`config.mk`:
```
export PLATFORM = sky130hd
export DESIGN_NAME = core_ctrl
export DESIGN_NICKNAME = d
export VERILOG_FILES = /design/src/rtl/core_ctrl_pkg.sv /design/src/rtl/core_ctrl_bus_wait_timer.sv /design/src/rtl/core_ctrl.sv
export SDC_FILE = /design/constraint.sdc
export NUM_CORES = 1
export LEC_CHECK = 0
export CORE_ASPECT_RATIO = 2
export CORE_UTILIZATION = 54
export DETAILED_ROUTE_END_ITERATION = 10
export GPL_TIMING_DRIVEN = 0
export HOLD_SLACK_MARGIN = 0.12
export PLACE_DENSITY = 0.84
export RECOVER_POWER = 25
export SYNTH_ARGS = -nofsm -noshare
export SYNTH_HDL_FRONTEND = slang
export SYNTH_SLANG_ARGS = --single-unit
export TNS_END_PERCENT = 30
```
`constraint.sdc`:
```
create_clock -name clk -period 4.7 [get_ports clk]
set_input_delay 0.705 -clock clk [delete_from_list [all_inputs] [get_ports clk]]
set_output_delay 0.705 -clock clk [all_outputs]
set_load 0.05 [all_outputs]
```
`src/rtl/core_ctrl_pkg.sv`:
```
// rtl/core_ctrl_pkg.sv - shared state encodings, trap causes and RV32I opcodes for the core sequencer
package core_ctrl_pkg;

    localparam int CTRL_STATE_WIDTH = 3;

    typedef enum logic [CTRL_STATE_WIDTH-1:0] {
        ST_IDLE   = 3'b000,
        ST_FETCH  = 3'b001,
        ST_DECODE = 3'b010,
        ST_EXEC   = 3'b011,
        ST_MEM    = 3'b100,
        ST_WB     = 3'b101,
        ST_TRAP   = 3'b110
    } ctrl_state_t;

    localparam logic [1:0] CAUSE_NONE    = 2'b00;
    localparam logic [1:0] CAUSE_IMEM    = 2'b01;
    localparam logic [1:0] CAUSE_DMEM    = 2'b10;
    localparam logic [1:0] CAUSE_ILLEGAL = 2'b11;

    localparam logic [6:0] OP_LUI    = 7'b0110111;
    localparam logic [6:0] OP_AUIPC  = 7'b0010111;
    localparam logic [6:0] OP_JAL    = 7'b1101111;
    localparam logic [6:0] OP_JALR   = 7'b1100111;
    localparam logic [6:0] OP_BRANCH = 7'b1100011;
    localparam logic [6:0] OP_LOAD   = 7'b0000011;
    localparam logic [6:0] OP_STORE  = 7'b0100011;
    localparam logic [6:0] OP_IMM    = 7'b0010011;
    localparam logic [6:0] OP_REG    = 7'b0110011;
    localparam logic [6:0] OP_FENCE  = 7'b0001111;
    localparam logic [6:0] OP_SYSTEM = 7'b1110011;

    // ECALL/EBREAK share SYSTEM with func3 == 000 and are treated as illegal here
    function automatic logic is_legal(input logic [6:0] op, input logic [2:0] f3);
        logic legal;
        case (op)
            OP_LUI, OP_AUIPC, OP_JAL, OP_JALR, OP_BRANCH,
            OP_LOAD, OP_STORE, OP_IMM, OP_REG, OP_FENCE: legal = 1'b1;
            OP_SYSTEM: legal = (f3 != 3'b000);
            default:   legal = 1'b0;
        endcase
        return legal;
    endfunction

endpackage

```
`src/rtl/core_ctrl_bus_wait_timer.sv`:
```
// rtl/core_ctrl_bus_wait_timer.sv - saturating wait counter flagging a bus request that outlived its timeout
module bus_wait_timer #(
    parameter int BUS_TIMEOUT = 255,
    parameter int TIMER_WIDTH = 16
) (
    input  logic clk,
    input  logic rst_n,
    input  logic clear,
    input  logic enable,
    output logic timeout
);

    localparam logic [TIMER_WIDTH-1:0] LIMIT = TIMER_WIDTH'(BUS_TIMEOUT);

    logic [TIMER_WIDTH-1:0] count;

    always_ff @(posedge clk or negedge rst_n) begin
        if (!rst_n) begin
            count <= '0;
        end else if (clear) begin
            count <= '0;
        end else if (enable && (count != LIMIT)) begin
            count <= count + TIMER_WIDTH'(1);
        end
    end

    assign timeout = (count == LIMIT);

endmodule

```
`src/rtl/core_ctrl.sv`:
```
// rtl/core_ctrl.sv - multi-cycle FETCH/DECODE/EXEC/MEM/WB sequencer with bus timeout and illegal-opcode traps
module core_ctrl
    import core_ctrl_pkg::*;
#(
    parameter int BUS_TIMEOUT = 255,
    parameter int TIMER_WIDTH = 16
) (
    input  logic        clk,
    input  logic        rst_n,
    input  logic [6:0]  opcode,
    input  logic [2:0]  func3,
    input  logic        wb_reg_dec,
    input  logic        imem_ack,
    input  logic        dmem_ack,
    output logic        imem_req,
    output logic        dmem_req,
    output logic        dmem_we,
    output logic        ir_we,
    output logic        pc_we,
    output logic        reg_we,
    output logic        csr_we,
    output logic [31:0] instret,
    output logic        trap,
    output logic [1:0]  trap_cause,
    output logic [2:0]  state
);

    ctrl_state_t state_q;
    ctrl_state_t state_d;
    logic [1:0]  cause_d;
    logic        waiting;
    logic        ack_sel;
    logic        timeout;

    assign waiting = (state_q == ST_FETCH) || (state_q == ST_MEM);
    assign ack_sel = (state_q == ST_FETCH) ? imem_ack : dmem_ack;

    // One timer serves both waits; it is held clear whenever no request is outstanding
    bus_wait_timer #(
        .BUS_TIMEOUT (BUS_TIMEOUT),
        .TIMER_WIDTH (TIMER_WIDTH)
    ) u_wait_timer (
        .clk     (clk),
        .rst_n   (rst_n),
        .clear   (!waiting),
        .enable  (waiting && !ack_sel),
        .timeout (timeout)
    );

    always_ff @(posedge clk or negedge rst_n) begin
        if (!rst_n) begin
            state_q <= ST_IDLE;
        end else begin
            state_q <= state_d;
        end
    end

    always_comb begin
        state_d = state_q;
        cause_d = CAUSE_NONE;
        case (state_q)
            ST_IDLE:   state_d = ST_FETCH;
            ST_FETCH: begin
                if (imem_ack) begin
                    state_d = ST_DECODE;
                end else if (timeout) begin
                    state_d = ST_TRAP;
                    cause_d = CAUSE_IMEM;
                end
            end
            ST_DECODE: begin
                if (is_legal(opcode, func3)) begin
                    state_d = ST_EXEC;
                end else begin
                    state_d = ST_TRAP;
                    cause_d = CAUSE_ILLEGAL;
                end
            end
            ST_EXEC:   state_d = ((opcode == OP_LOAD) || (opcode == OP_STORE)) ? ST_MEM : ST_WB;
            ST_MEM: begin
                if (dmem_ack) begin
                    state_d = ST_WB;
                end else if (timeout) begin
                    state_d = ST_TRAP;
                    cause_d = CAUSE_DMEM;
                end
            end
            ST_WB:     state_d = ST_FETCH;
            ST_TRAP:   state_d = ST_TRAP;
            default:   state_d = ST_IDLE;
        endcase
    end

    always_comb begin
        imem_req = 1'b0;
        dmem_req = 1'b0;
        dmem_we  = 1'b0;
        ir_we    = 1'b0;
        pc_we    = 1'b0;
        reg_we   = 1'b0;
        csr_we   = 1'b0;
        trap     = 1'b0;
        case (state_q)
            ST_FETCH: begin
                imem_req = 1'b1;
                ir_we    = imem_ack;
            end
            ST_MEM: begin
                dmem_req = 1'b1;
                dmem_we  = (opcode == OP_STORE);
            end
            ST_WB: begin
                pc_we = 1'b1;
                if (opcode == OP_SYSTEM) begin
                    reg_we = 1'b1;
                    csr_we = 1'b1;
                end else begin
                    reg_we = wb_reg_dec && (opcode != OP_BRANCH) &&
                             (opcode != OP_STORE) && (opcode != OP_FENCE);
                end
            end
            ST_TRAP:  trap = 1'b1;
            default:  ;
        endcase
    end

    // Cause is captured only on the transition into TRAP so it stays stable while halted
    always_ff @(posedge clk or negedge rst_n) begin
        if (!rst_n) begin
            trap_cause <= CAUSE_NONE;
            instret    <= '0;
        end else begin
            if ((state_q != ST_TRAP) && (state_d == ST_TRAP)) begin
                trap_cause <= cause_d;
            end
            if (state_q == ST_WB) begin
                instret <= instret + 32'd1;
            end
        end
    end

    assign state = state_q;

endmodule

```
# [Word-level counts from Yosys, hierarchy flattened]
# Index checks and enable logic that the tools add are counted.
[totals] register_bits=53 inputBits=15
[classes] n_addsub=2 n_eq_ne=25 muxes=27 n_reduce_logical=13
[op_table] cell="adder 32 x 1 -> 32 bit (second input constant)" n=1
[op_table] cell="2-to-1 mux 16 bit" n=2
[op_table] cell="== test 7 bit (second input constant)" n=4
[op_table] cell="== test 7 x 6 -> 1 bit (second input constant)" n=3
[op_table] cell="one-hot mux 3 bit (6 select lines)" n=1
[op_table] cell="adder 16 x 1 -> 16 bit (second input constant)" n=1
[op_table] cell="== test 16 x 8 -> 1 bit (second input constant)" n=1
[op_table] cell="!= test 16 x 8 -> 1 bit (second input constant)" n=1
[op_table] cell="2-to-1 mux 1 bit" n=15
[op_table] cell="== test 7 x 5 -> 1 bit (second input constant)" n=2
[op_table] cell="== test 3 bit (second input constant)" n=4
[op_table] cell="2-to-1 mux 3 bit" n=4
[op_table] cell="OR reduction 10 bit" n=1
[op_table] cell="== test 7 x 2 -> 1 bit (second input constant)" n=1
[op_table] cell="== test 7 x 4 -> 1 bit (second input constant)" n=1
[op_table] cell="!= test 7 x 4 -> 1 bit (second input constant)" n=1
[op_table] cell="!= test 7 x 6 -> 1 bit (second input constant)" n=1
[op_table] cell="!= test 7 bit (second input constant)" n=1
[op_table] cell="== test 3 x 2 -> 1 bit (second input constant)" n=2
[op_table] cell="logical AND 1 bit" n=6
[op_table] cell="2-to-1 mux 2 bit" n=3
[op_table] cell="one-hot mux 2 bit (3 select lines)" n=1
[op_table] cell="== test 3 x 1 -> 1 bit (second input constant)" n=1
[op_table] cell="logical NOT 3 bit" n=1
[op_table] cell="7 further kinds" n=8

# [Depth between registers and ports, before layout]
[depth] word_depth=8 mapped_depth=10

# [Hierarchy]
# From an unflattened synthesis, not the netlist that was laid out.
[unflattened] cells_unflattened=283 hier_area_um2=2821.5
[modules_own_cells] module="core_ctrl" instances=1 cells_per_inst=187 area_per_inst_um2=1901.8 seq_area_each_um2=925.9
[modules_own_cells] module="bus_wait_timer" instances=1 cells_per_inst=96 area_per_inst_um2=919.6 seq_area_each_um2=400.4

# [Worst setup path after synthesis]
# Ideal clock, no wire load.
[synth_path] path_kind="register to output" start="register state_q[1] (netlist: state[1])" end="output port dmem_we" arrival_time_ns=2.072 slack_ns=1.923 stages_incl_launch_ff=4 n_path_buf=0 cell_sequence="dfrtp_1 -> nand2b_1 -> nor2_1 -> and3_1"
[synth_between] elab_chain_cells=2
[synth_rtl] item="start, declared" line_no="core_ctrl.sv:28" rtl="ctrl_state_t state_q;"
[synth_rtl] item="start signal, assigned" line_no="core_ctrl.sv:54" rtl="state_q <= state_d;"
[synth_rtl] item="== test 3 bit" line_no="core_ctrl.sv:103" rtl="case (state_q)"
[synth_rtl] item="2-to-1 mux 1 bit" line_no="core_ctrl.sv:103"
[synth_rtl] item="end, declared" line_no="core_ctrl.sv:17" rtl="output logic dmem_we,"
# No other way between the ends.

# [Worst setup path in the final report]
[layout_path] start="input port opcode[2]" end="output port dmem_we"
[layout_between] elab_chain_cells=2
[layout_rtl] item="start, declared" line_no="core_ctrl.sv:10" rtl="input logic [6:0] opcode,"
[layout_rtl] item="== test 7 x 6 -> 1 bit" line_no="core_ctrl.sv:110" rtl="dmem_we = (opcode == OP_STORE);"
[layout_rtl] item="2-to-1 mux 1 bit" line_no="core_ctrl.sv:103"
# No other way between the ends.

==> reports/results.md <==
Timing
* **tightest slew margin relative to the limit** -0.373
* **post-layout min period** 3.58 ns
* **max-slew violation count** 40
* **post-route setup TNS** 0 ns
* **count of final hold-check violations** 0
* **worst-margin pin slew** 2.06 ns
* **Max Fclk** 279 MHz
* **final clock skew** 0.0118 ns
* **setup repair after global routing missed its margin** false
* **setup-violating endpoint count in the final report** 0
* **post-route setup slack** 1.12 ns
* **part of the cycle the worst path needs** 0.762

Setup path
* **worst reg2reg path endpoint** instret[26]
* **Critical Path AT** 2.88 ns
* **worst setup path start** opcode[2]
* **timing endpoint of the critical path** dmem_we
* **Critical Path Fanout Max** 4
* **sort of element at the start of the critical path** input pin
* **worst-case register-to-register setup slack** 2.44 ns
* **RR Startpoint** state[0]
* **data required time of the critical path** 3.99 ns
* **endpoint type of the worst setup path** output port
* **logic depth of the worst register-to-register path** 9
* **start-to-end type of the worst setup path** in2out

Pwr
* **Net Switching** 575 uW
* **Max IR drop VDD** 0.399 mV
* **sequential share of power** 0.382
* **clock group share of total power** 0.217
* **internal power component** 848 uW
* **total power draw** 1.42 mW
* **switching part of the total power** 0.404
* **Pwr per Cell Area** 404 nW/um^2
* **static leakage** 1.47 nW
* **combinational share of power** 0.401

Logic synthesis
* **syn nets** 296
* **post-synth top area cell** sky130_fd_sc_hd__dfrtp_1
* **number of synthesized flops with an enable pin** 0
* **Yosys warning count** 0
* **Post-synth top cells** sky130_fd_sc_hd__dfrtp_1 (53), sky130_fd_sc_hd__nand2_1 (26), sky130_fd_sc_hd__nor2_1 (26)
* **post-synth top area share** 0.482
* **per-instance average area after synthesis** 9.86 um^2
* **largest cells by area after synthesis** sky130_fd_sc_hd__dfrtp_1 (48%), sky130_fd_sc_hd__xor2_1 (7.3%), sky130_fd_sc_hd__xnor2_1 (7.0%)
* **most instantiated library cell after synthesis** sky130_fd_sc_hd__dfrtp_1
* **count of mapped cells out of synthesis** 279
* **async set-reset flop share out of synthesis** 1.00
* **Netlist Area Pre-Place** 2750 um^2
* **post-synth cell types** 45
* **most used flip-flop cell after synthesis** sky130_fd_sc_hd__dfrtp_1
* **sequential-to-total area share from yosys stat** 0.482
* **number of flip-flops and latches in the synthesized netlist** 53

Floorplanning
* **area of the core region** 4860 um^2
* **die boundary height** 103 um
* **effective utilization at floorplan** 0.565
* **number of I/O pins** 60
* **die area** 5400 um^2
* **Die Span X** 52.5 um
* **number of rows in the core area** 36

Placed design
* **pre-CTS WS** 1.12 ns
* **post-detailed-placement half-perimeter wirelength** 4810 um
* **placer's final routability congestion estimate** 0.836
* **Port Buffers** 59

Final layout
* **number of diodes added for antenna fixing** 0
* **synth-to-layout area growth** 28.0%
* **final net count** 363
* **proportion of layout cells with a drive suffix above 1** 0.0692
* **fraction of the core area covered by cells at the end of the flow** 0.724

Global route
* **total track usage** 0.259
* **number of global-route vias before repair** 2,407
* **initial antenna violation count** 0
* **residual overflow from global routing** 0
* **first-pass GRT wire length** 10,300 um
* **maximum number of pins on one net before global-route repair** 40

Clock tree
* **CTS tree** yes
* **largest buffer count on any clock path** 2
* **post-cts hold buffer count** 0
* **total clock buffers created by CTS** 5
* **count of buffers added by post-CTS timing repair for setup** 0
* **Root Buffer Master** sky130_fd_sc_hd__clkbuf_8
* **H-tree levels** 2
* **post-CTS resize count** 0
* **Clock Pin Slew Worst Setup and Hold Paths** 0.09 ns
* **clock latency on the worst-skew pair** 0.32 ns
* **clock sink count** 53

Route
* **number of vias in the routed layout** 2,347
* **DRT antenna net count** 0
* **initial detailed-routing violation count** 28
* **WL final** 6150 um
* **Avg Vias per Cell** 5.81
* **Pre-antenna DRT Iters** 4
* **DR DRC count** 0
* **routed wirelength normalized by instance count** 15.2 um

Flow run
* **number of maximum-capacitance violations** 1

Outcome
* **status** complete, but fails checks
* **failing checks** max-capacitance violations, max-slew violations

Worst hold path
* **path type of the worst min-delay path** in2async

metrics by stage:
| stage | area, um^2 | instances | hold slack (ns) |
|---|---|---|---|
| after floorplan | 2750 | 279 | 0.409 |
| after global placement | 3410 | 395 | 0.456 |
| after detailed placement | 3430 | 396 | 0.456 |
| after CTS | 3540 | 404 | 0.292 |
| after global routing | 3520 | 404 | 0.502 |
| final | 3520 | 404 | 0.443 |
routing by layer:
metal	track usage	share of wire	vias up	wire, um
met3	0.0516	0.029	18	181
met2	0.489	0.58	65	3570
li1	-	-	1110	-
met5	0	0	-	0
met1	0.244	0.35	1154	2180
met4	0.148	0.035	0	214
cells in the final DEF (no fill, tap or decap), drive strengths merged, types with 2 or more instances in the layout:
cell type / instances
clkdlybuf4s50: 58
dfrtp: 53
nor2: 30
nand2: 26
xor2: 23
xnor2: 22
nand4: 18
nand3: 16
clkbuf: 12
and3: 9
nor3: 8
a21oi: 7
inv: 7
nor4: 5
o21ai: 5
and4: 5
nand2b: 4
a31oi: 4
buf: 4
or3: 3
and2: 3
nor2b: 2
o211ai: 2
clkinv: 2
ha: 2
or2: 2
or4: 2
worst min-delay path by stage:
stage          depth (start not counted)                     to  slack [ns]   startpoint
3_5_place_dp                           1            instret[31]        0.46  instret[31]
5_1_grt                                1            instret[31]        0.50  instret[31]
2_1_floorplan                          0             instret[0]        0.41        rst_n
4_1_cts                                1  u_wait_timer.count[7]        0.29        rst_n
6_report                               1            instret[25]        0.44        rst_n
3_3_place_gp                           1            instret[31]        0.46  instret[31]
worst max-delay path, cell delays in order:
cell and delay (ns):
sky130_fd_sc_hd__clkdlybuf4s50_1 0.46, sky130_fd_sc_hd__or3_1 0.38, sky130_fd_sc_hd__nor3_1 0.29, sky130_fd_sc_hd__and3_1 0.21
sky130_fd_sc_hd__clkdlybuf4s50_1 0.82
final cells by class:
| cell class | count | area [um^2] |
|---|---|---|
| buffer | 8 | 53.8 |
| clock buffer | 6 | 72.6 |
| tap | 57 | 71.3 |
| clock inverter | 2 | 38.8 |
| multi-input combinational | 210 | 1330 |
| inverter | 8 | 37.5 |
| sequential | 53 | 1330 |
| timing repair buffer | 60 | 588 |
| fill | 371 | 1340 |
state kept, by name (all words and copies together) (netlist names):
register and cells:
instret 32, u_wait_timer.count 16, state 3, trap_cause 2
power by group through the flow:
| stage | Combinational [mW] | Clock, mW | Sequential (mW) |
|---|---|---|---|
| finish | 0.570 | 0.309 | 0.543 |
| global route | 0.616 | 0.334 | 0.550 |
| CTS | 0.574 | 0.318 | 0.543 |
| detailed placement | 0.573 | 0 | 0.552 |
| global placement | 0.562 | 0 | 0.549 |
| floorplan | 0.280 | 0 | 0.658 |
logic make-up (layout without fill, tap and decap cells):
group	Yosys count	count (layout)	share of synthesized area
flops	53	53	0.482
fa+ha+maj	2	2	0.00910
simple gates	138	138	0.274
xor+xnor	45	45	0.143
compound gates	25	25	0.0582
buf+inv	16	84	0.0332
No activity file was read; power rests on OpenSTA's default activity.
